==> src/rtl/mat_pkg.sv <==
// Shared constants and state encoding for the 2x2 matrix-vector sequencer.
package mat_pkg;
    localparam int W      = 16;
    localparam int FRAC   = 8;
    localparam int NWORDS = 6;

    typedef enum logic [1:0] {
        LOAD = 2'd0,
        ROW0 = 2'd1,
        ROW1 = 2'd2,
        DONE = 2'd3
    } state_e;

    // Position of each operand in the serial input stream
    localparam logic [2:0] IDX_A00 = 3'd0;
    localparam logic [2:0] IDX_A01 = 3'd1;
    localparam logic [2:0] IDX_A10 = 3'd2;
    localparam logic [2:0] IDX_A11 = 3'd3;
    localparam logic [2:0] IDX_B0  = 3'd4;
    localparam logic [2:0] IDX_B1  = 3'd5;
endpackage

==> src/rtl/mat2_vec_seq.sv <==
// Loads A (2x2) and b serially, presents each row with b to an external
// dot-product unit, captures both results and offers them on a valid/ready port.
module mat2_vec_seq #(
    parameter int W      = mat_pkg::W,
    parameter int DP_LAT = 1
) (
    input  logic         clk,
    input  logic         rst_n,
    input  logic         in_valid,
    output logic         in_ready,
    input  logic [W-1:0] in_data,
    output logic [W-1:0] dp_a0,
    output logic [W-1:0] dp_a1,
    output logic [W-1:0] dp_b0,
    output logic [W-1:0] dp_b1,
    input  logic [W-1:0] dp_c,
    output logic         out_valid,
    input  logic         out_ready,
    output logic [W-1:0] out_y0,
    output logic [W-1:0] out_y1,
    output logic         busy
);
    import mat_pkg::*;

    localparam int WAIT_W = (DP_LAT > 1) ? $clog2(DP_LAT) : 1;

    state_e                    state_q, state_d;
    logic [2:0]                cnt_q, cnt_d;
    logic [WAIT_W-1:0]         wait_q, wait_d;
    logic [NWORDS-1:0][W-1:0]  opnd_q, opnd_d;
    logic [W-1:0]              y0_q, y0_d, y1_q, y1_d;
    logic                      wait_last;

    assign wait_last = (wait_q == WAIT_W'(DP_LAT - 1));

    always_comb begin
        state_d = state_q;
        cnt_d   = cnt_q;
        wait_d  = wait_q;
        opnd_d  = opnd_q;
        y0_d    = y0_q;
        y1_d    = y1_q;
        case (state_q)
            LOAD: begin
                if (in_valid) begin
                    if (cnt_q <= IDX_B1) opnd_d[cnt_q] = in_data;
                    // An out-of-range count is treated as the final word
                    if (cnt_q >= IDX_B1) begin
                        cnt_d   = 3'd0;
                        state_d = ROW0;
                    end else begin
                        cnt_d = cnt_q + 3'd1;
                    end
                end
            end
            ROW0: begin
                if (wait_last) begin
                    y0_d    = dp_c;
                    wait_d  = '0;
                    state_d = ROW1;
                end else begin
                    wait_d = wait_q + WAIT_W'(1);
                end
            end
            ROW1: begin
                if (wait_last) begin
                    y1_d    = dp_c;
                    wait_d  = '0;
                    state_d = DONE;
                end else begin
                    wait_d = wait_q + WAIT_W'(1);
                end
            end
            DONE: begin
                if (out_ready) begin
                    state_d = LOAD;
                    cnt_d   = 3'd0;
                end
            end
            default: begin
                state_d = LOAD;
                cnt_d   = 3'd0;
                wait_d  = '0;
            end
        endcase
    end

    always_ff @(posedge clk or negedge rst_n) begin
        if (!rst_n) begin
            state_q <= LOAD;
            cnt_q   <= 3'd0;
            wait_q  <= '0;
            opnd_q  <= '0;
            y0_q    <= '0;
            y1_q    <= '0;
        end else begin
            state_q <= state_d;
            cnt_q   <= cnt_d;
            wait_q  <= wait_d;
            opnd_q  <= opnd_d;
            y0_q    <= y0_d;
            y1_q    <= y1_d;
        end
    end

    assign in_ready  = (state_q == LOAD);
    assign out_valid = (state_q == DONE);
    assign busy      = !((state_q == LOAD) && (cnt_q == 3'd0));

    // Outside ROW0 the row-1 operands stay on the bus to avoid toggling
    assign dp_a0  = (state_q == ROW0) ? opnd_q[IDX_A00] : opnd_q[IDX_A10];
    assign dp_a1  = (state_q == ROW0) ? opnd_q[IDX_A01] : opnd_q[IDX_A11];
    assign dp_b0  = opnd_q[IDX_B0];
    assign dp_b1  = opnd_q[IDX_B1];
    assign out_y0 = y0_q;
    assign out_y1 = y1_q;
endmodule

==> config.mk <==
export PLATFORM = sky130hd
export DESIGN_NAME = mat2_vec_seq
export DESIGN_NICKNAME = d
export VERILOG_FILES = /design/src/rtl/mat_pkg.sv /design/src/rtl/mat2_vec_seq.sv
export SDC_FILE = /design/constraint.sdc
export NUM_CORES = 1
export LEC_CHECK = 0
export ABC_AREA = 1
export CAP_MARGIN = 10
export CORE_ASPECT_RATIO = 1.75
export CORE_MARGIN = 2
export CORE_UTILIZATION = 45
export DETAILED_ROUTE_END_ITERATION = 16
export PLACE_DENSITY = 0.72
export RECOVER_POWER = 100
export SYNTH_ARGS = -nofsm -noshare
export SYNTH_HDL_FRONTEND = slang
export SYNTH_SLANG_ARGS = --single-unit
==> constraint.sdc <==
create_clock -name clk -period 2.6 [get_ports clk]
set_input_delay 0.65 -clock clk [delete_from_list [all_inputs] [get_ports clk]]
set_output_delay 0.65 -clock clk [all_outputs]
set_load 0.01 [all_outputs]
==> impl_metrics.tcl, run 1 <==
set metrics [dict create \
    end_kind "primary output" \
    yosysTopAreaCell "dfrtp_1" \
    final_cell_mix "nand2_1 (180), dfrtp_1 (130), clkdlybuf4s50_1 (101)" \
    routed_wl_um 15200 \
    pwr-share-seq_pct 34.1 \
    area_growth_pct 35.6 \
    grt_antenna_before_repair 0 \
    worstPathRequired_ns 1.95 \
    finalSetupViolCount 0 \
    via_per_inst 5.11 \
    yosysWarnings 0 \
    clkTransAtPathRegs_ns 0.05 \
    outcome "finished, final reports clean" \
    power_density_nw_per_um2 1370 \
    htree_levels 4 \
    fin_cells 879 \
    tns_ns 0 \
    arrival_ns 1.91 \
    grt_usage_pct 22.8 \
    p_sw_mw 3.65 \
    finish.utilization_pct 62.9 \
    grt_first_pass_wirelength_um 24700 \
    fmax_ghz 0.391 \
    drive_gt1_share_pct 18.6 \
    drt_iter0_markers 221 \
    vias 4495 \
    netlist_area_um2 5790 \
    clk_latency_ns 0.41 \
    cts_tree "built" \
    p_clk_share_pct 23.2 \
    cts_max_path_buffers 2 \
    p_leak_nw 3.78 \
    fin_crit_sh_pct 98.4 \
    core_area_um2 12500 \
    switching_share_pct 33.8 \
    hold_viol 0 \
    syn-num-nets 623 \
    die_x_um 89.8 \
    drv_slew 0 \
    synthTopCellsByArea "dfrtp_1 (57%), nand2_1 (12%), mux2_2 (9.3%), o21ai_0 (6.5%), buf_4 (4.4%)" \
    place_inst 835 \
    start_kind "flip-flop" \
    fin_nets 743 \
    worst_pin_slew_ns 1.18 \
    drc_errors 0 \
    grt_max_degree 53 \
    ant_nets 0 \
    holdWs_ns 0.469 \
    period_needed_ns 2.56 \
    path_class "reg -> out" \
    drtPass1Iterations 5 \
    yosysTopAreaCellShare_pct 57.5 \
    cts_buffers 17 \
    power_mw 10.8 \
    grt_pass1_vias 4609 \
    hp-class "in -> async" \
    p_int_mw 7.15 \
    ys_seq_elements 133 \
    vdd.ir_drop.worst_mv 0.599 \
    wl_per_cell_um 17.3 \
    slew_headroom_pct 21.2 \
    place_hpwl_um 10300 \
    cp_max_fo 6 \
    layout_commonest_cell "nand2_1" \
    ys_seq_area_share_pct 57.5 \
    synth_cell_type_count 22 \
    reg2reg_depth 5 \
    avgSynthCellArea_um2 10.0 \
    die_y_um 154 \
    num_rows 54 \
    pin_count 135 \
    dieArea_um2 13800 \
    skew_ns 0.00684 \
    r2r_slack_ns 0.62 \
    cts.sinks 133 \
    ctsRootBufferMaster "clkbuf_16" \
    synth_cells 579 \
    drv_cap 0 \
    p_comb_share_pct 42.8 \
    overflow 0 \
    port_buffers 134 \
    gp_congestion 0.867 \
    start_util_pct 46.3 \
    antenna_cells 0 \
]
## per-stage QoR
stage               worst slack, ns  area [µm²]
floorplan                     0.507        5790
global placement              0.182        7120
detailed placement            0.119        7120
CTS                         -0.0416        7830
global route               -0.00591        7860
finish                       0.0426        7860
## Yosys cell counts
master	instances
buf_4	34
nor2_1	6
nand3_1	5
buf_6	2
o21ai_1	6
dfrtp_1	133
inv_4	1
clkbuf_1	16
clkbuf_2	1
buf_2	10
nand4_2	1
nand3_4	1
o21ai_0	75
ha_1	8
nor3_4	1
or2_2	1
nand3_2	1
mux2_2	48
nand4_1	20
inv_1	28
nand2_1	180
inv_2	1
## path summary, 6_finish.rpt
path	startpoint	to
worst max-delay path	state_q[0]	busy
worst min-delay path	rst_n	out_y1[3]
worst max register to register	state_q[0]	out_y1[15]
worst min register to register	out_y1[1]	out_y1[1]
max in group asynchronous	rst_n	dp_b0[3]
min in group clk	out_y1[1]	out_y1[1]
## kinds of logic after synthesis
group | after synthesis | synth area share, %
DFF | 133 | 57.5
muxes | 48 | 9.33
adders and majority gates | 8 | 1.73
and+or+nand+nor | 216 | 15.7
AOI/OAI and AO/OA | 81 | 7.00
buffers and inverters | 93 | 8.77
## routing by layer
layer | vias up | part of all wire, % | GRT usage (%)
met5 | - | 0 | 0
met2 | 165 | 56 | 43.1
met3 | 29 | 4.8 | 4.65
li1 | 2104 | - | -
met1 | 2197 | 37 | 25.3
met4 | 0 | 2.1 | 7.69
## flip-flops by register name, summed over array words and instances (netlist names)
signal	count
cnt_q	3
dp_b0	16
dp_b1	16
opnd_q	64
out_y0	16
out_y1	16
state_q	2
## repair_timing
| item | 4_1_cts | 5_1_grt |
|---|---|---|
| pin swaps | 0 | 0 |
| setup endpoints to repair | 33 | 21 |
| hold buffers | 0 | 0 |
| cloned | 2 | 0 |
| buffers inserted | 9 | 2 |
| gates resized for setup | 66 | 20 |
## layout make-up
| class | count | area [µm²] |
|---|---|---|
| Fill cell | 1027 | 4640 |
| Sequential cell | 133 | 3330 |
| Multi-Input combinational cell | 353 | 1970 |
| Timing Repair Buffer | 164 | 1610 |
| Clock buffer | 19 | 443 |
| Tap cell | 168 | 210 |
| Clock inverter | 12 | 180 |
| Inverter | 30 | 115 |
## power groups by stage
stage                     Combinational, mW  Clock, mW  Sequential [mW]
after detailed placement               4.53          0             3.67
after global placement                 4.39          0             3.66
after CTS                              4.61       2.53             3.67
final                                  4.62       2.50             3.68
after global routing                   5.02       2.63             3.78
after floorplan                        2.49          0             3.58
## worst max-delay path, cell delays in order, from the launching register on
cell and delay (ns):
dfrtp_2 0.45, inv_1 0.13, ha_2 0.28, nand3_1 0.14
clkdlybuf4s50_1 0.50
Power figures use the tool's default switching activity.
==> run 2, diff against run 1 <==
- PLACE_DENSITY: 0.72 -> 0.83
==> impl_metrics.tcl, run 2 (same netlist as run 1, synthesis figures left out) <==
set metrics [dict create \
    outcome "finished, final reports clean" \
    cts.sinks 133 \
    via_per_inst 5.24 \
    finalSetupViolCount 0 \
    overflow 0 \
    hp-class "reg -> reg" \
    cts_max_path_buffers 2 \
    die_y_um 154 \
    pin_count 135 \
    path_buf_inv 2 \
    filler_cell_count 1009 \
    core_area_um2 12500 \
    start_kind "flip-flop" \
    cp_max_fo 6 \
    holdWs_ns 0.473 \
    rr_startpoint "state_q[0]" \
    final_cell_mix "nand2_1 (180), dfrtp_1 (130), clkdlybuf4s50_1 (101)" \
    grt_pass1_vias 4894 \
    cts_tree "built" \
    cts_buffers 17 \
    place_inst 836 \
    cpMaxStageDelayCell "clkdlybuf4s50_1" \
    path_class "reg -> out" \
    area_growth_pct 34.5 \
    fmax_ghz 0.389 \
    drtPass1Iterations 5 \
    holdBufCountCts 0 \
    die_x_um 89.8 \
    regMostFlops "opnd_q" \
    antenna_cells 0 \
    p_leak_nw 3.77 \
    rr_endpoint "dp_b0[7]" \
    drv_cap 0 \
    gp_congestion 0.788 \
    fin_cells 878 \
    arrival_ns 1.92 \
    drv_slew 0 \
    clkTransAtPathRegs_ns 0.06 \
    worstPathRequired_ns 1.95 \
    rsz0062_at_grt "true" \
    grt_antenna_before_repair 0 \
    worst_pin_slew_ns 1.45 \
    path_cells "inv_1 > ha_2 > nand3_1 > clkdlybuf4s50_1" \
    grt_usage_pct 22.6 \
    power_density_nw_per_um2 1370 \
    vias 4604 \
    min_path_cells 2 \
    crit_family "buffers and inverters" \
    fin_crit_sh_pct 98.9 \
    grt_max_degree 61 \
    vdd.ir_drop.worst_mv 0.645 \
    period_needed_ns 2.57 \
    dieArea_um2 13800 \
    routed_wl_um 15400 \
    ant_nets 0 \
    drive_gt1_share_pct 19.3 \
    skew_ns 0.00885 \
    largest_reg_flops 64 \
    r2r_slack_ns 0.50 \
    drt_iter0_markers 273 \
    htree_levels 4 \
    layout_commonest_cell "nand2_1" \
    drc_errors 0 \
    hold_viol 0 \
    reg2reg_depth 8 \
    cp.depth 4 \
    grt_first_pass_wirelength_um 24500 \
    port_buffers 134 \
    ctsRootBufferMaster "clkbuf_16" \
    critPathMaxStageDelay_ns 0.50 \
    start_util_pct 46.3 \
    clk_latency_ns 0.42 \
    fin_nets 741 \
    wl_per_cell_um 17.6 \
    tns_ns 0 \
    hold_end "out_y1[14]" \
    num_rows 54 \
    place_hpwl_um 10800 \
    slew_headroom_pct 3.09 \
    end_kind "primary output" \
    hold_start "out_y1[14]" \
]
-- run 2: changes by cell type in the layout (fill, tap and decap cells not counted), moves of 2 or more --
cell             change
buf_2                -2
dlygate4sd2_1        +2
clkbuf_1             -2
clkbuf_2             +5
clkdlybuf4s15_1      -6
bufinv_16            -2
inv_8                +2
inv_6                +5
clkinv_4             -2
-- run 2: layout make-up --
type	instances	area, µm²	area share (%)
Timing Repair Buffer	162	1560	20.0
Clock inverter	14	164	2.10
Sequential cell	133	3330	42.8
Multi-Input combinational cell	353	1970	25.3
Tap cell	168	210	2.70
Clock buffer	18	439	5.63
Inverter	30	115	1.48
-- run 2: how the worst max path moves through the flow --
stage / start / endpoint / slack [ns]
2_1_floorplan: state_q[1] / dp_a0[10] / 0.51
3_3_place_gp: state_q[1] / dp_a1[4] / 0.20
3_5_place_dp: state_q[1] / dp_a1[6] / 0.13
4_1_cts: state_q[1] / dp_a0[11] / -0.06
5_1_grt: state_q[1] / dp_a1[13] / -0.01
6_report: state_q[0] / busy / 0.03
-- run 2: metal layers --
layer | track usage [%] | up-vias | wire (µm)
li1 | - | 2101 | -
met1 | 23.7 | 2271 | 5670
met2 | 43.7 | 204 | 8620
met3 | 3.97 | 28 | 732
met4 | 9.74 | 0 | 400
met5 | 0 | - | 0
-- run 2: metrics by stage --
step	utilization, %	cell area [µm²]	power (mW)	setup slack (ns)
after global routing	62.4	7790	11.3	-0.0117
final	62.4	7790	10.7	0.0288
after global placement	57.0	7130	8.00	0.203
after CTS	62.4	7800	10.7	-0.0595
after detailed placement	57.0	7130	8.22	0.128
after floorplan	-	5790	6.07	0.507
-- run 2: worst register-to-register path: stages (launching register included) --
cell	delay, ns
dfrtp_2	0.45
inv_1	0.13
ha_2	0.29
nand2_1	0.11
inv_1	0.25
nand3_2	0.30
buf_12	0.26
nand2_1	0.08
o21ai_0	0.09
-- run 2: power breakdown --
part           leakage (nW)  switching [mW]  internal, mW
sequential             1.68           0.635          3.05
clock                 0.292           0.969          1.47
combinational          1.79            2.18          2.41
-- run 2: what timing repair did --
action,CTS,global route
gates cloned,1,1
setup endpoints to repair,33,16
gates resized for setup,65,24
setup buffers,6,2
hold endpoints to repair,0,0
